## src/rtl/event_encoder_pkg.sv

```systemverilog
// Shared widths and code type for the event encoder.
// Optional ROUND_ROBIN_EN build selects rotating-priority grant.
package event_encoder_pkg;

  localparam int unsigned REQ_W  = 8;
  localparam int unsigned CODE_W = 3;

  typedef logic [CODE_W-1:0] code_t;

endpackage

```

## src/rtl/prio_enc8.sv

```systemverilog
// Stateless 8-way priority encoder; search starts at ptr and wraps 7->0.
// With ptr tied to 0 this is plain lowest-index-first priority.
module prio_enc8
  import event_encoder_pkg::*;
(
  input  logic [REQ_W-1:0] pending,
  input  code_t            ptr,
  output logic [REQ_W-1:0] grant,
  output code_t            index,
  output logic             any
);

  always_comb begin
    grant = '0;
    index = '0;
    any   = 1'b0;
    for (int i = 0; i < REQ_W; i++) begin
      // 3-bit addition wraps the search window naturally.
      code_t idx;
      idx = ptr + CODE_W'(i);
      if (!any && pending[idx]) begin
        any        = 1'b1;
        index      = idx;
        grant[idx] = 1'b1;
      end
    end
  end

endmodule

```

## src/rtl/event_encoder.sv

```systemverilog
// Captures event pulses into a pending set and hands them out one code at a time.
// Define ROUND_ROBIN_EN for rotating priority; otherwise lowest index wins.
module event_encoder
  import event_encoder_pkg::*;
(
  input  logic             clk,
  input  logic             reset_n,
  input  logic             clr,
  input  logic [REQ_W-1:0] req,
  input  logic             code_ready,
  output code_t            code,
  output logic             code_valid,
  output logic [REQ_W-1:0] pending,
  output logic             overflow
);

  logic [REQ_W-1:0] grant;
  logic [REQ_W-1:0] load_mask;
  code_t            index;
  code_t            ptr_sel;
  logic             any;
  logic             stage_free;
  logic             load;

  assign stage_free = !code_valid || code_ready;
  assign load       = stage_free && any;
  assign load_mask  = load ? grant : '0;

`ifdef ROUND_ROBIN_EN
  code_t ptr;
  logic  xfer;

  assign xfer = code_valid && code_ready;
  // A transfer this edge moves the search start past the code leaving now.
  assign ptr_sel = xfer ? code + CODE_W'(1) : ptr;

  always_ff @(posedge clk or negedge reset_n) begin
    if (!reset_n) begin
      ptr <= '0;
    end else if (clr) begin
      ptr <= '0;
    end else if (xfer) begin
      ptr <= code + CODE_W'(1);
    end
  end
`else
  assign ptr_sel = '0;
`endif

  prio_enc8 u_prio (
    .pending (pending),
    .ptr     (ptr_sel),
    .grant   (grant),
    .index   (index),
    .any     (any)
  );

  always_ff @(posedge clk or negedge reset_n) begin
    if (!reset_n) begin
      pending    <= '0;
      code       <= '0;
      code_valid <= 1'b0;
      overflow   <= 1'b0;
    end else if (clr) begin
      pending    <= '0;
      code_valid <= 1'b0;
      overflow   <= 1'b0;
    end else begin
      pending <= (pending & ~load_mask) | req;
      // Only a repeat on a bit that stays pending loses an event.
      if (|(req & pending & ~load_mask)) begin
        overflow <= 1'b1;
      end
      if (load) begin
        code       <= index;
        code_valid <= 1'b1;
      end else if (stage_free) begin
        code_valid <= 1'b0;
      end
    end
  end

endmodule
```

## config.mk

```make
export PLATFORM = sky130hd
export DESIGN_NAME = event_encoder
export DESIGN_NICKNAME = d
export VERILOG_FILES = /design/src/rtl/event_encoder_pkg.sv /design/src/rtl/prio_enc8.sv /design/src/rtl/event_encoder.sv
export SDC_FILE = /design/constraint.sdc
export NUM_CORES = 1
export LEC_CHECK = 0
export BUFFER_PORTS_ARGS = -buffer_cell sky130_fd_sc_hd__clkbuf_2
export CAP_MARGIN = 20
export CORE_ASPECT_RATIO = 1.25
export CORE_MARGIN = 2
export CORE_UTILIZATION = 42
export DETAILED_ROUTE_END_ITERATION = 6
export PLACE_DENSITY = 0.72
export SLEW_MARGIN = 20
export SYNTH_ARGS = -nofsm -noshare
export SYNTH_HDL_FRONTEND = slang
export SYNTH_SLANG_ARGS = --single-unit
```

## constraint.sdc

```tcl
create_clock -name clk -period 1.38 [get_ports clk]
set_clock_uncertainty 0.1 [all_clocks]
set_input_delay 0.138 -clock clk [delete_from_list [all_inputs] [get_ports clk]]
set_output_delay 0.138 -clock clk [all_outputs]
set_load 0.01 [all_outputs]
```

Word-level counts from Yosys, hierarchy flattened
Index checks and enable logic that the tools add are counted.
{"block": "totals", "regBits": 13, "in_bits": 12, "word_cells": 61}
{"block": "op_classes", "muxes": 30, "bitwise": 6, "reduce_logical": 21}
{"operator": "AND 8 bit", "n": 3}
{"operator": "two-way mux 8 bit", "n": 3}
{"operator": "two-way mux 1 bit", "n": 15}
{"operator": "two-way mux 3 bit", "n": 5}
{"operator": "logical AND 1 bit", "n": 8}
{"operator": "logical NOT 1 bit", "n": 8}
{"operator": "inverter 8 bit", "n": 1}
{"operator": "bitwise OR 8 bit", "n": 1}
{"operator": "OR reduction 8 bit", "n": 1}
{"operator": "two-way mux 7 bit", "n": 1}
{"operator": "two-way mux 2 bit", "n": 3}
{"operator": "two-way mux 6 bit", "n": 1}
{"operator": "two-way mux 5 bit", "n": 1}
{"operator": "two-way mux 4 bit", "n": 1}
{"operator": "nonzero test 3 bit", "n": 1}
{"operator": "AND reduction 2 bit", "n": 1}
{"operator": "nonzero test 2 bit", "n": 1}
{"operator": "logical OR 1 bit", "n": 1}
{"operator": "inverter 1 bit", "n": 1}

Longest topological paths before layout
Gate-level depths: netlist (run 1).
{"block": "depth", "ltp_word": 29, "depth_mapped": 5, "ltp_nobuf": 4}

Modules after synthesis
A second synthesis (run 1) with hierarchy kept.
{"block": "unflattened", "hier_cells": 211, "hier_area_um2": 1824.2}
{"mod": "prio_enc8", "n_inst": 1, "cells_each": 152, "area_each_um2": 1213.7, "seq_area_each_um2": 0.0}
{"mod": "event_encoder", "n_inst": 1, "cells_each": 59, "area_each_um2": 610.6, "seq_area_each_um2": 325.3}

Worst setup path after synthesis (run 1)
OpenSTA, ideal clock, no wires.
{"block": "synth_timing", "path_type": "register -> register", "from": "register pending[5]", "to": "register overflow", "arrival_ps": 1296, "slack_ps": -153, "stages_incl_launch_ff": 6, "path_buffers": 1, "cell_sequence": "dfrtp_1 buf_6 a22o_1 a221o_1 a211oi_2 a31oi_1"}
{"block": "synth_via", "elab_chain_len": 14, "elab_cells_between_ends": 18, "cone_classes": "mux (7); bitwise (3); reduce/logical (8)"}
{"item": "start: declaration", "line": "event_encoder.sv:13", "rtl": "output logic [REQ_W-1:0] pending,"}
{"item": "start signal: assignment", "line": "event_encoder.sv:69", "rtl": "pending <= (pending & ~load_mask) | req;"}
{"item": "logical AND 1 bit", "line": "prio_enc8.sv:21", "rtl": "if (!any && pending[idx]) begin"}
{"item": "two-way mux 1 bit", "line": "prio_enc8.sv:21"}
{"item": "logical NOT 1 bit", "line": "prio_enc8.sv:21"}
{"item": "logical AND 1 bit", "line": "prio_enc8.sv:21"}
{"item": "two-way mux 1 bit", "line": "prio_enc8.sv:21"}
{"item": "logical NOT 1 bit", "line": "prio_enc8.sv:21"}
{"item": "logical AND 1 bit", "line": "prio_enc8.sv:21"}
{"item": "two-way mux 1 bit", "line": "prio_enc8.sv:21"}
{"item": "logical AND 1 bit", "line": "event_encoder.sv:26", "rtl": "assign load = stage_free && any;"}
{"item": "two-way mux 8 bit", "line": "event_encoder.sv:27", "rtl": "assign load_mask = load ? grant : '0;"}
{"item": "inverter 8 bit", "line": "event_encoder.sv:71", "rtl": "if (|(req & pending & ~load_mask)) begin"}
{"item": "AND 8 bit (*)", "line": "event_encoder.sv:71"}
{"item": "OR reduction 8 bit (*)", "line": "event_encoder.sv:71"}
{"item": "nonzero test 2 bit (no source line) (*)"}
{"item": "end signal: assignment", "line": "event_encoder.sv:63", "rtl": "overflow <= 1'b0;"}
{"item": "end signal: assignment", "line": "event_encoder.sv:67", "rtl": "overflow <= 1'b0;"}
{"item": "end signal: assignment", "line": "event_encoder.sv:72", "rtl": "overflow <= 1'b1;"}
{"item": "end: declaration", "line": "event_encoder.sv:14", "rtl": "output logic overflow"}
Mark *: on every way between the ends. The rest lies on a longest branch, timed or not.
A chain may end at the register's enable or synchronous reset.

Worst setup path in the final report (run 1)
Same ends and word-level chain as after synthesis.

==> impl_metrics.toml, run 1 <==
[route]
routed_wl_mm = 1.94
wl_per_cell_um = 13.6
drt_iter0_drc = 8
dr.pass1.iters = 4
avgViaCountPerCell = 5.32
antenna_left = 0
num_vias = 756
drcViolationCount = 0

[cts]
cts_tree = "yes"
cts.sinks = 13
htree_num_levels = 1
clk_pin_slew_ns = 0.09
cts-root-buf = "clkbuf_4"
clock_path_buffers = 2
worstSkewPairLatency_ns = 0.28
cts_buffers = 3

[power_and_ir_drop]
p_leak_nw = 0.534
ir_drop_mv = 0.796
p_total_mw = 1.01
power_density_nw_per_um2 = 912

[synthesis]
netlist_instances = 77
yosysWarnings = 0
synth_area_leaders = "dfrtp_1 46%, a21oi_1 7.1%, o21ai_0 4.2%"
synth_top_area_share_pct = 46.0
synth_top_area_cell = "dfrtp_1"
synthArstFlopShare_pct = 100
yosysMostFrequentCell = "dfrtp_1"
ys.flop_type = "dfrtp_1"
syn_avg_cell_area_sq_um = 9.18
syn_area_sq_um = 707
synth_common_cells = "13 x dfrtp_1, 10 x a21oi_1, 7 x inv_1, 7 x nor2_1, 6 x o21ai_0"
ys_types = 31
seq_area_frac_synth_pct = 46.0
syn-num-nets = 89
synth-edff-count = 0
ys_ff_latch = 13

[status]
status = "complete, but fails checks"
violations = "negative setup slack"

[timing]
max_slew_margin_pct = 78.1
layout_min_cycle_time_ns = 1.49
slew_viol_final = 0
worst_slew_pin_slew_ns = 0.329
setup_ws_ns = -0.107
fin_crit_sh_pct = 108
rsz0062_at_grt = "true"
setup_viol = 4
fmax_ghz = 0.672
finalHoldViolations = 0

[setup_path]
crit_type = "flip-flop to flip-flop"
reg2reg_depth = 4
slowest_delay_ns = 0.46
crit_arrival_ns = 1.54
cp-start-kind = "flip-flop"
r2r_setup_slack_ns = -0.11
crit_slowest_cell = "dfrtp_2"
setup.worst_path.end_class = "flip-flop"
cp_max_fo = 6
crit_path_cell_trace = "a22o_1, a221o_1, a211oi_2, a31oi_1"
crit_family = "compound AO/OA/AOI/OAI gates"
worst-path-buf-inv = 0
required_ns = 1.44
rr_endpoint = "overflow$_DFFE_PN0P_"
worst-path-stages = 4
r2r_start = "pending[5]$_DFF_PN0_"

[die]
start_util_pct = 44.7
dieArea_sq_um = 2030
fp.dieW_um = 40.7
row_count = 16
die_h_um = 49.9
ioPinCount = 25
coreArea_sq_um = 1580

[layout]
layout.nets = 137
layout-drive-gt1-share_pct = 47.6
post-route-util_pct = 69.9
area_growth_syn_to_layout_pct = 56.3
nFillCells = 117
antennaDiodeCount = 0

[hold_path]
min-delay-start = "req[0]"
hold_path_depth = 3
min_to = "pending[0]$_DFF_PN0_"
hold_class = "input pin to flip-flop"

[global_routing]
track_usage_pct = 22.5
grt_overflow_total = 0
grt_pass1_wl_mm = 3.10
grt_pass1_vias = 714
grt_max_degree = 14
antenna_found_initial = 0

[placed_design]
io_buffers = 24
gp_congestion = 0.826
detailed_place_hpwl_mm = 1.43

[flow_run]
max_cap_viol_count = 0
## registers in the layout (all words and copies together), names as in the netlist
register	cells
code_valid	1
overflow	1
code	3
pending	8
## how the worst max path moves through the flow
stage | startpoint | end
2_1_floorplan | pending[5]$_DFF_PN0_ | overflow$_DFFE_PN0P_
3_3_place_gp | pending[6]$_DFF_PN0_ | code[1]$_DFFE_PN0P_
3_5_place_dp | pending[5]$_DFF_PN0_ | overflow$_DFFE_PN0P_
4_1_cts | pending[5]$_DFF_PN0_ | overflow$_DFFE_PN0P_
5_1_grt | pending[5]$_DFF_PN0_ | overflow$_DFFE_PN0P_
6_report | pending[5]$_DFF_PN0_ | overflow$_DFFE_PN0P_
## worst reg2reg max path: cells and delay by family, from the launching register on
kind | cells | cell delay (ns)
flip-flops | 1 | 0.46
AO/OA/AOI/OAI | 4 | 0.81
## area by class of cell
| type | count | area (sq um) | area share [%] |
|---|---|---|---|
| clock inverters | 1 | 5.00 | 0.453 |
| multi-input cells | 52 | 373 | 33.7 |
| flip-flops and latches | 13 | 330 | 29.9 |
| clock buffers | 3 | 22.5 | 2.04 |
| inverters | 7 | 26.3 | 2.38 |
| repair buffers | 48 | 325 | 29.4 |
| well taps | 18 | 22.5 | 2.04 |
## metal layers
metal  vias to the layer above  track usage, %  wire length (um)  share of wire [%]
li1                        379               -                 -                  -
met1                       357            29.3               860                 44
met2                        16            32.8               979                 51
met3                         4            4.95                62                3.2
met4                         0            13.3                34                1.8
met5                         -               0                 0                  0
## kinds of logic (layout without fill, tap and decap cells)
kind of cell | count (synthesis) | after routing | share of synthesized area, %
AOI/OAI and AO/OA | 29 | 29 | 27.1
and+or+nand+nor | 23 | 23 | 18.9
buffers and inverters | 12 | 59 | 7.96
DFF | 13 | 13 | 46.0
## cell usage in the layout (no fill, tap or decap), types with 2 or more instances in the layout
cell,netlist,layout
clkbuf_2,1,24
buf_4,0,15
a21oi_1,10,9
dfrtp_1,13,9
inv_1,7,7
dlygate4sd3_1,0,7
nor2_1,7,6
dfrtp_2,0,4
o21ai_0,6,3
nand3_1,3,3
nor3_1,4,3
clkbuf_4,0,3
nor4_4,1,2
o21ai_1,0,2
a22o_1,2,2
a211oi_2,1,2
buf_6,1,2
## stage by stage
step	TNS (ns)	setup slack (ns)	hold slack, ns	cells	cell area [sq um]
2_1_floorplan	-0.261	-0.104	-0.258	77	729
3_3_place_gp	-0.217	-0.0683	-0.0498	130	962
3_5_place_dp	-0.505	-0.123	-0.0522	130	962
4_1_cts	-0.194	-0.104	0.00652	142	1080
5_1_grt	-0.567	-0.168	0.0196	142	1100
6_report	-0.232	-0.107	0.00596	142	1100
## power breakdown
group | total [mW] | internal (mW) | leakage (nW) | switching (mW)
clock | 0.237 | 0.107 | 0.0177 | 0.130
combinational | 0.311 | 0.161 | 0.360 | 0.150
sequential | 0.459 | 0.419 | 0.156 | 0.0395
total | 1.01 | 0.688 | 0.534 | 0.320
## timing repair
item / in CTS / in global routing
setup endpoints to repair: 9 / 10
hold buffers: 7 / 0
gates resized for setup: 5 / 9
endpoints found under the hold margin: 19 / 0
pin swaps: 0 / 5
buffers inserted: 1 / 0
No activity file was read; power rests on OpenSTA's default activity.
==> run 2, diff against run 1 <==
Settings changed: ABC_AREA set to 1, CORE_MARGIN 2 to 1, CORE_UTILIZATION 42 to 44, PLACE_DENSITY 0.72 to 0.73.
==> impl_metrics.toml, run 2 <==
[setup_path]
reg2reg_depth = 11
cp-start-kind = "flip-flop"
cp_max_fo = 7
crit_family = "simple AND/OR/NAND/NOR gates"
slowest_delay_ns = 0.41
required_ns = 1.50
crit_arrival_ns = 1.71
crit_path_cell_trace = "nor2_4, nand2_4, nor2_8, nand4_4, nand2_2, nand3_1, nand2_1, inv_1, nand3_1, nand2_1, inv_1"
r2r_setup_slack_ns = -0.21
setup.worst_path.end_class = "flip-flop"
r2r_start = "pending[1]$_DFF_PN0_"
rr_endpoint = "overflow$_DFFE_PN0P_"
crit_slowest_cell = "dfrtp_1"
worstSetupStartpoint = "pending[1]$_DFF_PN0_"
crit_type = "flip-flop to flip-flop"
worst-path-buf-inv = 2

[layout]
layout.nets = 181
largest_reg_flops = 8
largest-register = "pending"
final_area_sq_um = 1280
antennaDiodeCount = 0
nFillCells = 143
mostFrequentLayoutCell = "buf_4"
layout-drive-gt1-share_pct = 45.2
mostFrequentLayoutCells = "28 x buf_4, 24 x clkbuf_2, 22 x inv_1, 16 x nand2_1"
largestRegisters = "pending (8), code (3)"
area_growth_syn_to_layout_pct = 56.2

[route]
avgViaCountPerCell = 4.86
routed_wl_mm = 2.12
antenna_left = 0
num_vias = 909
drt_iter0_drc = 23
drcViolationCount = 0
wl_per_cell_um = 11.3
dr.pass1.iters = 6

[die]
dieArea_sq_um = 2030
start_util_pct = 46.8
row_count = 17
die_h_um = 50.2
coreArea_sq_um = 1740
ioPinCount = 25
fp.dieW_um = 40.5

[synthesis]
syn-num-nets = 119
synth-edff-count = 0
netlist_instances = 107
synth_top_area_cell = "dfrtp_1"
ys_types = 19
ys_ff_latch = 13
syn_area_sq_um = 817
seq_area_frac_synth_pct = 39.8
syn_avg_cell_area_sq_um = 7.64
synthArstFlopShare_pct = 100
yosysWarnings = 0
synth_common_cells = "22 x inv_1, 17 x nand2_1, 13 x dfrtp_1, 13 x nor2_1, 11 x nand3_1"
synth_area_leaders = "dfrtp_1 40%, inv_1 10%, nand2_1 7.8%"
synth_top_area_share_pct = 39.8
ys.flop_type = "dfrtp_1"
yosysMostFrequentCell = "inv_1"

[status]
violations = "negative setup slack"
status = "complete, but fails checks"

[power_and_ir_drop]
ir_drop_mv = 0.578
p_int_uw = 699
p_leak_nw = 0.722
power_density_nw_per_um2 = 810
combPwrFrac_pct = 33.8
p_total_mw = 1.03
p_sw_uw = 335
power_frac_seq_pct = 43.0
clock_power_share_pct = 23.2
switching_share_pct = 32.4

[cts]
cts-root-buf = "clkbuf_4"
cts.sinks = 13
cts_buffers = 3
worstSkewPairLatency_ns = 0.28
htree_num_levels = 1
cts_tree = "yes"
clk_pin_slew_ns = 0.09
clock_path_buffers = 2

[timing]
finalHoldViolations = 0
fin_crit_sh_pct = 116
rsz0062_at_grt = "true"
setup_ws_ns = -0.215
worst_slew_pin_slew_ns = 0.356
max_slew_margin_pct = 76.3
slew_viol_final = 0
layout_min_cycle_time_ns = 1.59
setup_viol = 12
fmax_ghz = 0.627

[global_routing]
grt_overflow_total = 0
grt_pass1_vias = 877
grt_max_degree = 14
track_usage_pct = 25.1
antenna_found_initial = 0
grt_pass1_wl_mm = 3.51

[placed_design]
gp_congestion = 0.862
placed_cell_area_sq_um = 1150
io_buffers = 24
detailed_place_hpwl_mm = 1.65

[hold_path]
hold_path_depth = 3
min-delay-start = "req[7]"
hold_class = "input pin to flip-flop"
min_to = "pending[7]$_DFF_PN0_"

[flow_run]
max_cap_viol_count = 0
-- run 2: changes by cell type after synthesis, moves of 3 or more --
cell | previous run | this run
nor2_1 | 7 | 13
o21ai_0 | 6 | 3
inv_1 | 7 | 22
nand2_1 | 1 | 17
nor2_2 | 0 | 3
nand3_1 | 3 | 11
-- run 2: per-layer routing --
metal	routed length (um)	vias up	GRT usage [%]
met2	1230	15	44.4
met4	24	0	8.33
met1	816	430	28.4
li1	-	460	-
met3	46	4	3.98
met5	0	-	0
-- run 2: worst register-to-register path, cell delays in order, from the launching register on --
cell and delay (ns):
dfrtp_1 0.41, nor2_4 0.15, nand2_4 0.09, nor2_8 0.14, nand4_4 0.15, nand2_2 0.14
nand3_1 0.08, nand2_1 0.08, inv_1 0.04, nand3_1 0.06, nand2_1 0.05, inv_1 0.04
-- run 2: worst max-delay path by stage --
stage / end / slack (ns) / depth (start not counted)
after detailed placement: code[2]$_DFFE_PN0P_ / -0.18 / 8
after floorplan: overflow$_DFFE_PN0P_ / -0.18 / 12
after global placement: overflow$_DFFE_PN0P_ / -0.15 / 12
after global routing: overflow$_DFFE_PN0P_ / -0.33 / 11
after CTS: overflow$_DFFE_PN0P_ / -0.19 / 11
final: overflow$_DFFE_PN0P_ / -0.21 / 11
-- run 2: power by group through the flow --
stage	combinational, mW	sequential, mW	clock (mW)
finish	0.350	0.445	0.239
global route	0.390	0.452	0.264
CTS	0.341	0.444	0.243
detailed placement	0.325	0.451	0
global placement	0.315	0.449	0
floorplan	0.139	0.477	0
-- run 2: logic make-up after synthesis --
group,share of synthesized area (%)
flip-flops,39.8
AND/OR/NAND/NOR,40.1
AO/OA/AOI/OAI,8.57
buffers and inverters,11.5
-- run 2: area by class of cell --
| cell class | instances | area, sq um | share of cell area [%] |
|---|---|---|---|
| timing repair buffer | 58 | 392 | 30.7 |
| sequential | 13 | 327 | 25.6 |
| multi-input combinational | 71 | 425 | 33.3 |
| inverter | 22 | 82.6 | 6.47 |
| clock buffer | 4 | 26.3 | 2.06 |
| tap | 19 | 23.8 | 1.86 |
-- run 2: repair_timing --
item	in CTS	in global routing
hold buffers	5	0
pin swaps	0	2
setup buffers	1	1
hold endpoints to repair	17	0
resized for setup	2	7
endpoints found under the setup margin	12	13
-- run 2: stage by stage --
stage / hold WS, ns / TNS (ns) / utilization [%] / instances / setup WS (ns)
2_1_floorplan: -0.258 / -0.571 / - / 107 / -0.182
3_3_place_gp: -0.0441 / -0.800 / 66.2 / 176 / -0.153
3_5_place_dp: -0.0446 / -1.23 / 66.2 / 176 / -0.177
4_1_cts: 0.00430 / -1.41 / 71.1 / 186 / -0.194
5_1_grt: 0.0125 / -2.71 / 73.2 / 187 / -0.334
6_report: 0.0102 / -1.51 / 73.2 / 187 / -0.215
==> run 3, diff against run 2 <==
Settings changed: CORE_UTILIZATION 44 to 47, CTS_BUF_LIST set to sky130_fd_sc_hd__clkbuf_4, PLACE_DENSITY 0.73 to 0.77.
==> impl_metrics.toml, run 3 (synthesis gave the netlist of run 2 again) <==
[route]
route.met2.wl_mm = 1.32
avgViaCountPerCell = 5.12
wl_per_cell_um = 13.3
num_vias = 917
drt_iter0_drc = 18
routed_wl_mm = 2.38
routed.top_layer = "met4"
drcViolationCount = 0
wl_met3_um = 91
dr.pass1.iters = 4
antenna_left = 0
m1WireLength_um = 886

[setup_path]
cp_max_fo = 7
required_ns = 1.51
reg2reg_depth = 11
setup.worst_path.end_class = "flip-flop"
cp-start-kind = "flip-flop"
crit_arrival_ns = 1.72
crit_type = "flip-flop to flip-flop"

[layout]
seqCellArea_sq_um = 327
mostFrequentLayoutCells = "24 x clkbuf_2, 22 x inv_1, 22 x buf_4, 16 x nand2_1"
post-route-util_pct = 77.5
nFillCells = 106
largestRegisters = "pending (8), code (3)"
fin_cells = 179
area_growth_syn_to_layout_pct = 51.9
multi_input_area_sq_um = 443
layout.nets = 174
final_area_sq_um = 1240
largest_reg_flops = 8
antennaDiodeCount = 0
largest-register = "pending"
mostFrequentLayoutCell = "clkbuf_2"
layout-drive-gt1-share_pct = 47.8

[global_routing]
grt_max_degree = 14
grt_pass1_wl_mm = 3.88
track_usage_pct = 28.9
grt_pass1_vias = 975
grt_overflow_total = 0
antenna_found_initial = 0

[timing]
finalHoldViolations = 0
slew_viol_final = 0
setup_viol = 12
rsz0062_at_grt = "true"
timing.hold.ws_ns = 0.00203
worst_slew_pin_slew_ns = 0.342
timing.setup.tns_ns = -1.66
fin_crit_sh_pct = 115
max_slew_margin_pct = 77.2
setup_ws_ns = -0.213
fmax_ghz = 0.628
layout_min_cycle_time_ns = 1.59

[cts]
clock_path_buffers = 2
clk_pin_slew_ns = 0.09
htree_num_levels = 1
cts.sinks = 13
worstSkewPairLatency_ns = 0.29
cts-root-buf = "clkbuf_4"
cts_tree = "yes"
cts_buffers = 3

[hold_path]
hold_class = "input pin to flip-flop"
hold_path_depth = 3

[power_and_ir_drop]
power_density_nw_per_um2 = 841
p_total_mw = 1.04
p_leak_nw = 0.699
ir_drop_mv = 0.750

[placed_design]
dpl_worst_slack_ns = -0.218
gp_congestion = 0.873
io_buffers = 24
detailed_place_hpwl_mm = 1.62
dp.cells = 172
placed_cell_area_sq_um = 1130

[die]
start_util_pct = 51.0
coreArea_sq_um = 1600
fp.dieW_um = 39.3
dieArea_sq_um = 1910
die_h_um = 48.6
row_count = 16
ioPinCount = 25

[status]
status = "complete, but fails checks"
violations = "negative setup slack"

[flow_run]
max_cap_viol_count = 0
==> run 3: final cells by class <==
class / count / share of cell area (%)
Clock buffer: 3 / 1.81
Clock inverter: 1 / 0.403
Inverter: 22 / 6.65
Multi-Input combinational cell: 71 / 35.7
Sequential cell: 13 / 26.3
Tap cell: 18 / 1.81
Timing Repair Buffer: 51 / 27.3
==> run 3: final timing paths <==
path | from | end | slack [ns]
max in group asynchronous | reset_n | pending[4]$_DFF_PN0_ | 0.73
max | pending[1]$_DFF_PN0_ | overflow$_DFFE_PN0P_ | -0.21
min reg2reg | code[2]$_DFFE_PN0P_ | code[2]$_DFFE_PN0P_ | 0.39
min | req[1] | pending[1]$_DFF_PN0_ | 0.002
min in group asynchronous | reset_n | pending[0]$_DFF_PN0_ | 0.18
max reg2reg | pending[1]$_DFF_PN0_ | overflow$_DFFE_PN0P_ | -0.21
==> run 3: worst max-delay path, cell delays in order (launching register included) <==
cell and delay, ns:
dfrtp_1 0.42, nor2_4 0.15, nand2_4 0.09, nor2_8 0.13
nand4_4 0.16, nand2_2 0.15, nand3_2 0.07, nand2_1 0.08
inv_1 0.04, nand3_1 0.06, nand2_1 0.05, inv_1 0.04
==> run 3: power breakdown <==
part | switching, mW | internal [mW] | total, mW
combinational | 0.187 | 0.158 | 0.346
clock | 0.143 | 0.108 | 0.250
sequential | 0.0298 | 0.418 | 0.448
==> run 3: what timing repair did <==
action,in CTS,in global routing
resized for setup,8,7
hold buffers,2,0
buffers inserted,1,0
endpoints found under the hold margin,14,0
pin swaps,2,2
setup endpoints to repair,12,14
==> run 3: layer usage <==
metal,GRT usage [%],vias to the layer above
li1,-,443
met1,31.0,442
met2,52.2,24
met3,3.21,8
met4,13.8,0
met5,0,-
